## src/rtl/ps2_host_tx_if.sv

```systemverilog
// ps2_host_tx_if -- bundle for the PS/2 host-to-device transmitter.
//
// Groups the command handshake, the status flags and the open-drain pad
// signals of one PS/2 port.
//   tx_data[7:0]  command byte to send, LSB first
//   tx_valid      request from the command source
//   tx_ready      transmitter idle and able to accept a byte
//   busy          frame in flight; the keyboard receiver ignores the lines
//   done          one-cycle pulse, device ACKed and the bus went idle
//   err           one-cycle pulse, timeout or missing ACK
//   ps2_clk       raw PS/2 clock line as seen at the pad
//   ps2_data      raw PS/2 data line as seen at the pad
//   ps2_clk_oe    1 = pull ps2_clk low
//   ps2_data_oe   1 = pull ps2_data low
//
// master : command source plus pad side (drives request and line levels)
// slave  : the transmitter itself
interface ps2_host_tx_if;
  logic [7:0] tx_data;
  logic       tx_valid;
  logic       tx_ready;
  logic       busy;
  logic       done;
  logic       err;
  logic       ps2_clk;
  logic       ps2_data;
  logic       ps2_clk_oe;
  logic       ps2_data_oe;

  modport master (
    output tx_data, tx_valid, ps2_clk, ps2_data,
    input  tx_ready, busy, done, err, ps2_clk_oe, ps2_data_oe
  );

  modport slave (
    input  tx_data, tx_valid, ps2_clk, ps2_data,
    output tx_ready, busy, done, err, ps2_clk_oe, ps2_data_oe
  );
endinterface

```

## src/rtl/ps2_host_tx.sv

```systemverilog
// ps2_host_tx -- PS/2 host-to-device transmitter.
//
// Sends one command byte to a PS/2 keyboard: inhibits the bus by holding
// ps2_clk low, issues the start bit, shifts out 8 data bits LSB first, odd
// parity and a released stop bit on successive device clock falling edges,
// then checks the device ACK and waits for the bus to return idle.
// Both lines are driven open-drain through active-high pull-low enables.
//
// Ports:
//   clk   system clock
//   rst   asynchronous, active-high reset (lines released immediately)
//   bus   ps2_host_tx_if.slave (tx_data/tx_valid/tx_ready, busy, done,
//         err, ps2_clk/ps2_data inputs, ps2_clk_oe/ps2_data_oe outputs)
//
// Parameters:
//   INHIBIT_CYC  clk cycles ps2_clk is held low before the start bit
//   TIMEOUT_CYC  max clk cycles between device edges / waiting for idle
//   RETRIES      extra attempts after a failed frame
//
// Build option: define PS2_TX_RETRY_EN to retry a failed frame up to
// RETRIES times before reporting err. Without it the first failure
// reports err and returns to idle.
module ps2_host_tx #(
  parameter int INHIBIT_CYC = 5000,
  parameter int TIMEOUT_CYC = 1000000,
  parameter int RETRIES     = 2
) (
  input  logic         clk,
  input  logic         rst,
  ps2_host_tx_if.slave bus
);

  localparam int CNT_MAX = (TIMEOUT_CYC > INHIBIT_CYC) ? TIMEOUT_CYC : INHIBIT_CYC;
  localparam int CNT_W   = $clog2(CNT_MAX + 1);
  localparam logic [CNT_W-1:0] INH_LAST = CNT_W'(INHIBIT_CYC - 1);
  localparam logic [CNT_W-1:0] TMO_LAST = CNT_W'(TIMEOUT_CYC - 1);

  typedef enum logic [2:0] {
    S_IDLE,
    S_INHIBIT,
    S_START,
    S_TX,
    S_ACK,
    S_WAIT_IDLE,
    S_FAIL
  } state_e;

  state_e           state_q, state_d;
  logic [CNT_W-1:0] cnt_q, cnt_d;
  logic [3:0]       bit_q, bit_d;
  logic             data_oe_q, data_oe_d;
  logic             done_q, done_d;
  logic             err_q, err_d;
  logic             load;
  logic [7:0]       data_q;
  logic             par_q;

  logic [2:0]       clk_sync_q;
  logic [2:0]       dat_sync_q;
  logic             clk_prev_q;
  logic             clk_s;
  logic             dat_s;
  logic             fall;
  logic             tmo;

`ifdef PS2_TX_RETRY_EN
  localparam int RTY_W = (RETRIES > 0) ? $clog2(RETRIES + 1) : 1;
  logic [RTY_W-1:0] retry_q, retry_d;

  always_ff @(posedge clk or posedge rst) begin
    if (rst) retry_q <= '0;
    else     retry_q <= retry_d;
  end
`else
  // RETRIES only matters when retries are built in.
  logic unused_retries;
  assign unused_retries = (RETRIES != 0);
`endif

  // Three-flop synchronisers; reset to the idle (high) level so no edge is
  // seen coming out of reset.
  always_ff @(posedge clk or posedge rst) begin
    if (rst) begin
      clk_sync_q <= 3'b111;
      dat_sync_q <= 3'b111;
      clk_prev_q <= 1'b1;
    end else begin
      clk_sync_q <= {clk_sync_q[1:0], bus.ps2_clk};
      dat_sync_q <= {dat_sync_q[1:0], bus.ps2_data};
      clk_prev_q <= clk_sync_q[2];
    end
  end

  assign clk_s = clk_sync_q[2];
  assign dat_s = dat_sync_q[2];
  assign fall  = clk_prev_q & ~clk_s;
  assign tmo   = (cnt_q == TMO_LAST);

  always_ff @(posedge clk or posedge rst) begin
    if (rst) begin
      state_q   <= S_IDLE;
      cnt_q     <= '0;
      bit_q     <= '0;
      data_oe_q <= 1'b0;
      done_q    <= 1'b0;
      err_q     <= 1'b0;
    end else begin
      state_q   <= state_d;
      cnt_q     <= cnt_d;
      bit_q     <= bit_d;
      data_oe_q <= data_oe_d;
      done_q    <= done_d;
      err_q     <= err_d;
    end
  end

  // The byte is only captured at accept, so tx_data may change freely
  // while a frame (and any retry of it) is on the wire.
  always_ff @(posedge clk) begin
    if (load) begin
      data_q <= bus.tx_data;
      par_q  <= ~^bus.tx_data;
    end
  end

  always_comb begin
    state_d   = state_q;
    cnt_d     = cnt_q + 1'b1;
    bit_d     = bit_q;
    data_oe_d = data_oe_q;
    done_d    = 1'b0;
    err_d     = 1'b0;
    load      = 1'b0;
`ifdef PS2_TX_RETRY_EN
    retry_d   = retry_q;
`endif

    // Edge-timed states restart the timeout on every device falling edge.
    if (state_q == S_START || state_q == S_TX ||
        state_q == S_ACK   || state_q == S_WAIT_IDLE) begin
      if (fall) cnt_d = '0;
    end

    case (state_q)
      S_IDLE: begin
        cnt_d     = '0;
        data_oe_d = 1'b0;
        if (bus.tx_valid) begin
          load    = 1'b1;
          state_d = S_INHIBIT;
`ifdef PS2_TX_RETRY_EN
          retry_d = '0;
`endif
        end
      end

      S_INHIBIT: begin
        if (cnt_q == INH_LAST) begin
          state_d   = S_START;
          cnt_d     = '0;
          bit_d     = '0;
          data_oe_d = 1'b1;
        end
      end

      S_START: begin
        if (fall) begin
          state_d   = S_TX;
          bit_d     = 4'd1;
          data_oe_d = ~data_q[0];
        end else if (tmo) begin
          state_d   = S_FAIL;
          cnt_d     = '0;
          data_oe_d = 1'b0;
        end
      end

      // bit_q holds the number of edges already seen, so the new edge is
      // number bit_q+1 and carries data bit bit_q.
      S_TX: begin
        if (fall) begin
          bit_d = bit_q + 4'd1;
          if (bit_q < 4'd8) begin
            data_oe_d = ~data_q[bit_q[2:0]];
          end else if (bit_q == 4'd8) begin
            data_oe_d = ~par_q;
          end else begin
            data_oe_d = 1'b0;
            state_d   = S_ACK;
          end
        end else if (tmo) begin
          state_d   = S_FAIL;
          cnt_d     = '0;
          data_oe_d = 1'b0;
        end
      end

      S_ACK: begin
        if (fall) begin
          state_d = dat_s ? S_FAIL : S_WAIT_IDLE;
        end else if (tmo) begin
          state_d = S_FAIL;
          cnt_d   = '0;
        end
      end

      S_WAIT_IDLE: begin
        if (clk_s && dat_s) begin
          state_d = S_IDLE;
          done_d  = 1'b1;
        end else if (tmo) begin
          state_d = S_FAIL;
          cnt_d   = '0;
        end
      end

      S_FAIL: begin
        data_oe_d = 1'b0;
        cnt_d     = '0;
`ifdef PS2_TX_RETRY_EN
        if (retry_q < RTY_W'(RETRIES)) begin
          retry_d = retry_q + 1'b1;
          state_d = S_INHIBIT;
        end else begin
          err_d   = 1'b1;
          state_d = S_IDLE;
        end
`else
        err_d   = 1'b1;
        state_d = S_IDLE;
`endif
      end

      default: begin
        state_d   = S_IDLE;
        data_oe_d = 1'b0;
      end
    endcase
  end

  // Line enables decode straight from registered state so an async reset
  // releases both lines at once.
  assign bus.ps2_clk_oe  = (state_q == S_INHIBIT);
  assign bus.ps2_data_oe = data_oe_q;
  assign bus.tx_ready    = (state_q == S_IDLE);
  assign bus.busy        = (state_q != S_IDLE);
  assign bus.done        = done_q;
  assign bus.err         = err_q;

endmodule

```

## src/flat_wrapper.sv

```systemverilog
// flat-port wrapper written by rule: the top's interface ports become plain ports
module ps2_host_tx_flat 
#(
  parameter int INHIBIT_CYC = 5000,
  parameter int TIMEOUT_CYC = 1000000,
  parameter int RETRIES     = 2
)
  (clk, rst, bus_tx_data, bus_tx_valid, bus_ps2_clk, bus_ps2_data, bus_tx_ready, bus_busy, bus_done, bus_err, bus_ps2_clk_oe, bus_ps2_data_oe);
  ps2_host_tx_if bus_i ();
  input  logic clk;
  input  logic rst;
  input wire logic [$bits(bus_i.tx_data)-1:0] bus_tx_data;
  input wire logic [$bits(bus_i.tx_valid)-1:0] bus_tx_valid;
  input wire logic [$bits(bus_i.ps2_clk)-1:0] bus_ps2_clk;
  input wire logic [$bits(bus_i.ps2_data)-1:0] bus_ps2_data;
  output wire logic [$bits(bus_i.tx_ready)-1:0] bus_tx_ready;
  output wire logic [$bits(bus_i.busy)-1:0] bus_busy;
  output wire logic [$bits(bus_i.done)-1:0] bus_done;
  output wire logic [$bits(bus_i.err)-1:0] bus_err;
  output wire logic [$bits(bus_i.ps2_clk_oe)-1:0] bus_ps2_clk_oe;
  output wire logic [$bits(bus_i.ps2_data_oe)-1:0] bus_ps2_data_oe;
  assign bus_i.tx_data = bus_tx_data;
  assign bus_i.tx_valid = bus_tx_valid;
  assign bus_i.ps2_clk = bus_ps2_clk;
  assign bus_i.ps2_data = bus_ps2_data;
  assign bus_tx_ready = bus_i.tx_ready;
  assign bus_busy = bus_i.busy;
  assign bus_done = bus_i.done;
  assign bus_err = bus_i.err;
  assign bus_ps2_clk_oe = bus_i.ps2_clk_oe;
  assign bus_ps2_data_oe = bus_i.ps2_data_oe;
  ps2_host_tx #(.INHIBIT_CYC(INHIBIT_CYC), .TIMEOUT_CYC(TIMEOUT_CYC), .RETRIES(RETRIES)) u_core (.clk(clk), .rst(rst), .bus(bus_i));
endmodule
```

## config.mk

```make
export PLATFORM = sky130hd
export DESIGN_NAME = ps2_host_tx_flat
export DESIGN_NICKNAME = d
export VERILOG_FILES = /design/src/rtl/ps2_host_tx_if.sv /design/src/rtl/ps2_host_tx.sv /design/src/flat_wrapper.sv
export SDC_FILE = /design/constraint.sdc
export NUM_CORES = 1
export LEC_CHECK = 0
export ABC_AREA = 1
export BUFFER_PORTS_ARGS = -buffer_cell sky130_fd_sc_hd__buf_2
export CORE_ASPECT_RATIO = 0.5
export CORE_MARGIN = 8
export CORE_UTILIZATION = 64
export CTS_CLUSTER_DIAMETER = 120
export DETAILED_ROUTE_END_ITERATION = 10
export PLACE_DENSITY = 0.9
export REMOVE_ABC_BUFFERS = 1
export SYNTH_ARGS = -nofsm -noshare
export SYNTH_HDL_FRONTEND = slang
export SYNTH_SLANG_ARGS = --single-unit
```

## constraint.sdc

```tcl
create_clock -name clk -period 3.5 [get_ports clk]
set_input_delay 0.7 -clock clk [delete_from_list [all_inputs] [get_ports clk]]
set_output_delay 0.7 -clock clk [all_outputs]
set_load 0.01 [all_outputs]
```

After elaboration in Yosys (flattened, before gate mapping)
Index checks and enable logic that the tools add are counted.
{"block": "word_totals", "reg_bits": 46, "in_bits": 13, "out_inout_bits": 6, "wordCells": 86}
{"block": "classes", "add_sub_neg": 2, "n_lt_le_gt_ge": 2, "eq_ne": 15, "n_mux": 36, "n_bitwise": 6, "reduce_logical": 14}
{"op": "$mux W20", "count": 6}
{"op": "$pmux W20 S4", "count": 1}
{"op": "$mux W3", "count": 9}
{"op": "$add A20 B1 Y20 const B", "count": 1}
{"op": "$eq A20 B13 Y1 const B", "count": 1}
{"op": "$eq A20 B20 Y1 const B", "count": 1}
{"op": "$pmux W3 S6", "count": 1}
{"op": "$mux W1", "count": 12}
{"op": "$mux W4", "count": 3}
{"op": "$pmux W4 S3", "count": 1}
{"op": "$eq A3 B3 Y1 const B", "count": 3}
{"op": "$reduce_and A4 Y1", "count": 2}
{"op": "$reduce_xnor A8 Y1", "count": 1}
{"op": "$eq A3 B2 Y1 const B", "count": 2}
{"op": "$ne A2 B1 Y1 const B", "count": 3}
{"op": "$ne A3 B3 Y1 const B", "count": 2}
{"op": "$reduce_bool A3 Y1", "count": 2}
{"op": "$not A1 Y1", "count": 5}
{"op": "$add A4 B1 Y4 const B", "count": 1}
{"op": "$eq A4 B4 Y1 const B", "count": 1}
{"op": "$lt A3 B4 Y1 const B", "count": 1}
{"op": "$lt A4 B4 Y1 const B", "count": 1}
{"op": "$pmux W1 S4", "count": 1}
{"op": "$reduce_or A2 Y1", "count": 2}
{"op": "other kinds (10)", "count": 12}

Depth between registers and ports, before layout
Gate-level depths: netlist (run 1).
{"block": "logic_depth", "word_depth": 8, "ltp_mapped": 11, "mapped_depth_nobuf": 11}

Least setup slack after synthesis (run 1)
No wires, ideal clock.
{"block": "synth_timing", "path_type": "reg-to-reg", "start": "register u_core.state_q[0]", "end": "register u_core.data_q[0] (enable)", "t_arrival_ps": 1410, "t_required_ps": 3126, "slack_ps": 1716, "path_stages_with_launch": 6, "path_buffers": 0, "period_less_slack_ps": 1784, "path_cell_list": "dfrtp_1 -> inv_2 -> nand2_1 -> nor2_1 -> inv_1 -> nor2_1"}
{"block": "synth_between", "elab_chain_cells": 2}
{"element": "start: declaration", "line_no": "ps2_host_tx.sv:48", "text": "state_e state_q, state_d;"}
{"element": "start signal: assignment", "line_no": "ps2_host_tx.sv:108", "text": "state_q <= state_d;"}
{"element": "$logic_not A3 Y1"}
{"element": "net bus_tx_ready", "line_no": "flat_wrapper.sv:16", "text": "output wire logic [$bits(bus_i.tx_ready)-1:0] bus_tx_ready;"}
{"element": "$mux W1", "line_no": "ps2_host_tx.sv:144", "text": "case (state_q)"}
{"element": "net u_core.load", "line_no": "ps2_host_tx.sv:54", "text": "logic load;"}
{"element": "end signal: assignment", "line_no": "ps2_host_tx.sv:121", "text": "data_q <= bus.tx_data;"}
{"element": "end: declaration", "line_no": "ps2_host_tx.sv:55", "text": "logic [7:0] data_q;"}
The timed path passes the listed nets, and every way through them passes these cells.
A chain may end at the register's enable or synchronous reset.

Worst setup path after layout (run 1)
{"block": "layout_timing", "start": "register u_core.state_q[2]", "end": "output port bus_ps2_clk_oe"}
{"block": "layout_between", "elab_chain_cells": 1}
{"element": "$eq A3 B1 Y1", "line_no": "ps2_host_tx.sv:243", "text": "assign bus.ps2_clk_oe = (state_q == S_INHIBIT);"}
{"element": "end: declaration", "line_no": "flat_wrapper.sv:20", "text": "output wire logic [$bits(bus_i.ps2_clk_oe)-1:0] bus_ps2_clk_oe;"}
No other way between the ends.

==> impl_metrics.env, run 1 <==
export IMPL_post_cts_buffers=0
export IMPL_ys_flop_type="dfrtp_1"
export IMPL_floorplan_rows=16
export IMPL_dieArea_um2=6310
export IMPL_setup_violations=0
export IMPL_ir_worst_vdd_uv=239
export IMPL_grt_pass1_vias=1894
export IMPL_p_switching_mw=0.620
export IMPL_initial_core_util_pct=65.7
export IMPL_dp_hpwl_um=3950
export IMPL_yosysWarnings=0
export IMPL_drv_cap=0
export IMPL_coreArea_um2=3820
export IMPL_startpoint="u_core.state_q[2]"
export IMPL_vias_per_cell=5.44
export IMPL_required_ps=2800
export IMPL_route_vias_total=2040
export IMPL_grt_start_max_net_pins=23
export IMPL_dr_pass1_iters=4
export IMPL_crit_path_end_kind="output pin"
export IMPL_drc=0
export IMPL_clock_skew_ps=8.80
export IMPL_synth_top_area_share_pct=29.9
export IMPL_syn_cell_area_um2=2510
export IMPL_synth_cell_types=36
export IMPL_cts_resized=0
export IMPL_hold_viol=0
export IMPL_layout_drive_gt1_share_pct=18.4
export IMPL_clk_pin_slew_worst_paths_ps=90
export IMPL_slew_headroom_pct=45.2
export IMPL_antenna_found_initial=0
export IMPL_cts_tree="yes"
export IMPL_fillers=289
export IMPL_place_gp_congestion=0.944
export IMPL_ant_nets=0
export IMPL_status="completed"
export IMPL_critPathArrivalTime_ps=1450
export IMPL_r2r_start="u_core.cnt_q[0]"
export IMPL_setup_tns_ps=0
export IMPL_first_iter_violations=165
export IMPL_synth_largest_area_cell="dfrtp_1"
export IMPL_die_w_um=105
export IMPL_ctsHoldBuffers=0
export IMPL_slew_viol_final=0
export IMPL_rsz0062_at_grt="no"
export IMPL_hp_class="flip-flop to flip-flop"
export IMPL_synth_commonest_cells="nand2_1, nor2_1, inv_1, dfrtp_1, nand3_1"
export IMPL_critPathKind="flip-flop to output pin"
export IMPL_gr_total_overflow=0
export IMPL_layout_nets=335
export IMPL_grt_pass1_wl_um=8810
export IMPL_seq_area_frac_synth_pct=48.0
export IMPL_whs_ps=360
export IMPL_p_per_area_nw_per_um2=596
export IMPL_synth_seq_cells=46
export IMPL_internal_power_mw=1.01
export IMPL_ys_top_cells_by_area="dfrtp_1, edfxtp_1, nand2_1"
export IMPL_avgSynthCellArea_um2=8.43
export IMPL_grtUsageTotal_pct=17.6
export IMPL_synth_edf_count=9
export IMPL_leakage_nw=1.24
export IMPL_areaGrowthSynthToFinish_pct=9.17
export IMPL_seq_power_share_pct=42.2
export IMPL_synth_most_common_cell="nand2_1"
export IMPL_ioPinCount=19
export IMPL_pwr_share_comb_pct=33.9
export IMPL_drt_wl_total_um=5300
export IMPL_max_freq_ghz=0.466
export IMPL_timing_final_crit_share_pct=61.3
export IMPL_async_reset_ff_share_pct=80.4
export IMPL_clk_insertion_delay_late_ps=300
export IMPL_r2r_setup_slack_ps=1640
export IMPL_clkSinkCount=46
export IMPL_cp_endpoint="bus_ps2_clk_oe"
export IMPL_wire_per_inst_um=14.1
export IMPL_die_height_um=60.3
export IMPL_antenna_cells=0
export IMPL_cp_max_fo=6
export IMPL_start_kind="flip-flop"
export IMPL_p_sw_share_pct=37.9
export IMPL_cts_buffer_depth=2
export IMPL_r2r_cells=10
export IMPL_worst_pin_slew_ps=821
export IMPL_clockPowerShare_pct=23.9
export IMPL_post_route_min_period_ps=2150
export IMPL_cts_htree_levels=2
export IMPL_cts_made_buffers=5
export IMPL_clockRootBuffer="clkbuf_8"
export IMPL_numPortBuffers=18
export IMPL_synth_cells=298
export IMPL_r2r_end="u_core.cnt_q[14]"
[worst max-delay path, stage by stage (launching register included)]
cell     delay (ps)
dfrtp_1         460
nor3_2          460
buf_2           220
[placed cells by master, fill, tap and decap left out, drive strengths merged]
master  count
a21o        1
a21oi      12
a22oi       1
a41oi       1
and3        1
buf        19
bufinv      1
clkbuf      7
dfrtp      30
dfstp       7
edfxtp      9
ha          2
inv        35
nand2      69
nand3      19
nand4       7
nor2       53
nor3        7
o21ai       9
o21bai      1
o22ai       1
o31ai       2
or2         3
xnor2      12
xor2       12
[cells by family after synthesis]
group                    after synthesis  synth area share (%)
adder cells (fa/ha/maj)                2                 0.996
buffers and inverters                 39                  6.88
XOR/XNOR                              24                  8.37
flip-flops                            46                  48.0
AO/OA/AOI/OAI                         28                  6.58
AND/OR/NAND/NOR                      159                  29.2
[power by group through the flow]
| stage | clock network [mW] | registers [mW] | logic (mW) |
|---|---|---|---|
| global placement | 0 | 0.693 | 0.520 |
| global route | 0.418 | 0.701 | 0.621 |
| detailed placement | 0 | 0.698 | 0.552 |
| floorplan | 0 | 0.685 | 0.405 |
| CTS | 0.392 | 0.688 | 0.554 |
| finish | 0.391 | 0.689 | 0.555 |
[final cells by class]
type | count | area, µm² | share of cell area [%]
Clock inverter | 1 | 30.0 | 1.10
Sequential cell | 46 | 1200 | 44.0
Multi-Input combinational cell | 213 | 1130 | 41.4
Timing Repair Buffer | 19 | 97.6 | 3.56
Tap cell | 54 | 67.6 | 2.46
Inverter | 35 | 131 | 4.79
Clock buffer | 7 | 76.3 | 2.78
[metrics by stage]
stage	worst slack, ps	std cells	utilization, %	cell area (µm²)	total power, mW
global placement	1720	367	68.9	2640	1.21
CTS	1380	375	71.7	2740	1.63
floorplan	1720	294	-	2470	1.09
finish	1350	375	71.7	2740	1.64
detailed placement	1660	367	68.9	2640	1.25
global route	1300	375	71.7	2740	1.74
[routing by layer]
| metal | vias to the layer above | part of all wire (%) | global-route usage, % |
|---|---|---|---|
| li1 | 1002 | - | - |
| met1 | 956 | 42 | 20.6 |
| met2 | 64 | 50 | 31.1 |
| met3 | 18 | 4.7 | 3.76 |
| met4 | 0 | 3.2 | 7.63 |
| met5 | - | 0 | 0 |
[state kept, by name, indices dropped and copies added, names as in the netlist]
name,flops
u_core.bit_q,4
u_core.bus.done,1
u_core.bus.err,1
u_core.bus.ps2_data_oe,1
u_core.clk_prev_q,1
u_core.clk_sync_q,3
u_core.cnt_q,20
u_core.dat_sync_q,3
u_core.data_q,8
u_core.par_q,1
u_core.state_q,3
[worst min path at each step]
stage,to,cells past startpoint,from
finish,u_core.dat_sync_q[2],0,u_core.dat_sync_q[1]
global route,u_core.clk_sync_q[1],0,u_core.clk_sync_q[0]
CTS,u_core.dat_sync_q[1],0,u_core.dat_sync_q[0]
detailed placement,u_core.dat_sync_q[2],0,u_core.dat_sync_q[1]
global placement,u_core.clk_sync_q[1],0,u_core.clk_sync_q[0]
floorplan,u_core.clk_sync_q[1],0,u_core.clk_sync_q[0]
No activity file was read; power rests on OpenSTA's default activity.
==> run 2, diff against run 1 <==
--- a/config.mk
+++ b/config.mk
@@ -9,10 +9,10 @@
 export BUFFER_PORTS_ARGS = -buffer_cell sky130_fd_sc_hd__buf_2
 export CORE_ASPECT_RATIO = 0.5
 export CORE_MARGIN = 8
-export CORE_UTILIZATION = 64
+export CORE_UTILIZATION = 59
 export CTS_CLUSTER_DIAMETER = 120
 export DETAILED_ROUTE_END_ITERATION = 10
-export PLACE_DENSITY = 0.9
+export PLACE_DENSITY = 0.84
 export REMOVE_ABC_BUFFERS = 1
 export SYNTH_ARGS = -nofsm -noshare
 export SYNTH_HDL_FRONTEND = slang
==> constraint.sdc (replaced) <==
create_clock -name clk -period 2.15 [get_ports clk]
set_input_delay 0.43 -clock clk [delete_from_list [all_inputs] [get_ports clk]]
set_output_delay 0.43 -clock clk [all_outputs]
set_load 0.01 [all_outputs]
==> run 2 against run 1 <==
Against the previous run:
- non-clock buffer count grew 1
- sequential share of layout area down 0.24 points
- global-route usage fell by 1.2 points
- worst hold slack worse by 150 ps
- clock skew shrank 4.5 ps
==> impl_metrics.env, run 2 (same netlist as run 1, synthesis figures left out) <==
export IMPL_coreArea_um2=3980
export IMPL_dieArea_um2=6730
export IMPL_cp_max_fo=6
export IMPL_largest_register_ffs=20
export IMPL_setup_violations=0
export IMPL_r2r_cells=8
export IMPL_r2r_start="u_core.cnt_q[0]"
export IMPL_hold_viol=0
export IMPL_p_per_area_nw_per_um2=974
export IMPL_max_freq_ghz=0.524
export IMPL_ant_nets=0
export IMPL_clockPowerShare_pct=24.6
export IMPL_layout_nets=336
export IMPL_slew_viol_final=0
export IMPL_cts_buffer_depth=2
export IMPL_regMostFlops="u_core.cnt_q"
export IMPL_pwr_share_comb_pct=33.6
export IMPL_ctsHoldBuffers=0
export IMPL_ioPinCount=19
export IMPL_drt_wl_total_um=5270
export IMPL_route_vias_total=2085
export IMPL_timing_final_crit_share_pct=88.8
export IMPL_final_cell_mix="nand2_1, nor2_1, inv_1"
export IMPL_initial_core_util_pct=63.0
export IMPL_fillers=300
export IMPL_gr_total_overflow=0
export IMPL_areaGrowthSynthToFinish_pct=9.77
export IMPL_fin_util_pct=69.2
export IMPL_grt_start_max_net_pins=38
export IMPL_p_sw_share_pct=38.4
export IMPL_clk_insertion_delay_late_ps=300
export IMPL_grt_pass1_wl_um=9100
export IMPL_post_route_min_period_ps=1910
export IMPL_clock_skew_ps=4.31
export IMPL_hp_class="primary input to async pin"
export IMPL_layout_cells_non_filler=376
export IMPL_top_regs="u_core.cnt_q: 20 flops, u_core.data_q: 8 flops, u_core.bit_q: 4 flops"
export IMPL_numPortBuffers=18
export IMPL_r2r_end="u_core.cnt_q[19]"
export IMPL_seq_power_share_pct=41.8
export IMPL_worst_slack_ps=241
export IMPL_drv_cap=0
export IMPL_first_iter_violations=117
export IMPL_layout_drive_gt1_share_pct=19.3
export IMPL_critPathKind="flip-flop to output pin"
export IMPL_whs_ps=214
export IMPL_postPlaceCellArea_um2=2640
export IMPL_ff_latch_area_um2=1200
export IMPL_rsz0062_at_grt="no"
export IMPL_clk_pin_slew_worst_paths_ps=90
export IMPL_multi_input_area_um2=1130
export IMPL_vias_per_cell=5.55
export IMPL_worst_pin_slew_ps=507
export IMPL_leakage_nw=1.24
export IMPL_p_switching_mw=1.03
export IMPL_post_place_cells=368
export IMPL_slew_headroom_pct=66.0
export IMPL_cts_tree="yes"
export IMPL_cts_resized=0
export IMPL_clkSinkCount=46
export IMPL_status="completed"
export IMPL_drc=0
export IMPL_crit_path_end_kind="output pin"
export IMPL_clockRootBuffer="clkbuf_8"
export IMPL_critPathArrivalTime_ps=1480
export IMPL_start_kind="flip-flop"
export IMPL_ir_worst_vdd_uv=440
export IMPL_required_ps=1720
export IMPL_cts_htree_levels=2
export IMPL_post_cts_buffers=0
export IMPL_final_common_cell="nand2_1"
export IMPL_setup_tns_ps=0
export IMPL_floorplan_rows=16
export IMPL_dp_hpwl_um=3820
export IMPL_die_w_um=108
export IMPL_grt_pass1_vias=2005
export IMPL_die_height_um=62.1
export IMPL_grtUsageTotal_pct=16.4
export IMPL_power_mw=2.68
export IMPL_antenna_cells=0
export IMPL_cts_made_buffers=5
export IMPL_place_gp_congestion=0.963
export IMPL_wire_per_inst_um=14.0
export IMPL_internal_power_mw=1.65
export IMPL_antenna_found_initial=0
export IMPL_post_route_cell_area_um2=2760
export IMPL_dr_pass1_iters=5
export IMPL_r2r_setup_slack_ps=330
export IMPL_dp_slack_ps=343
[run 2: cell types whose count changed in the layout (fill, tap and decap cells not counted), sizes merged]
| cell | change |
|---|---|
| clkbuf | -2 |
| buf | +1 |
| clkinvlp | +2 |
[run 2: how the worst max path moves through the flow]
stage / slack, ps / start / cells after the start / end
3_3_place_gp: 450 / u_core.cnt_q[0] / 8 / u_core.cnt_q[19]
5_1_grt: 150 / u_core.cnt_q[0] / 8 / u_core.cnt_q[19]
4_1_cts: 260 / u_core.state_q[2] / 2 / bus_ps2_clk_oe
6_report: 240 / u_core.state_q[2] / 2 / bus_ps2_clk_oe
3_5_place_dp: 340 / u_core.cnt_q[0] / 8 / u_core.cnt_q[19]
2_1_floorplan: 370 / u_core.state_q[0] / 5 / u_core.data_q[0]
[run 2: metal layers]
metal	GRT usage, %	up-vias	wire length (µm)
li1	-	995	-
met5	0	-	0
met2	26.6	92	2540
met3	3.60	19	345
met4	6.60	0	113
met1	20.6	979	2270
[run 2: final cells by class]
| class | count | area share, % |
|---|---|---|
| well taps | 54 | 2.45 |
| clock buffers | 5 | 2.50 |
| inverters | 35 | 4.77 |
| flip-flops and latches | 46 | 43.7 |
| multi-input cells | 213 | 41.1 |
| clock inverters | 3 | 1.63 |
| repair buffers | 20 | 3.81 |
[run 2: power groups by stage]
stage,Sequential (mW),Combinational (mW),Clock (mW)
4_1_cts,1.12,0.900,0.660
5_1_grt,1.13,1.02,0.709
3_5_place_dp,1.14,0.896,0
6_report,1.12,0.903,0.659
2_1_floorplan,1.12,0.659,0
3_3_place_gp,1.13,0.853,0
[run 2: critical path: stages (launching register included)]
cell and delay [ps]:
dfrtp_1 460, nor3_2 490, buf_2 230
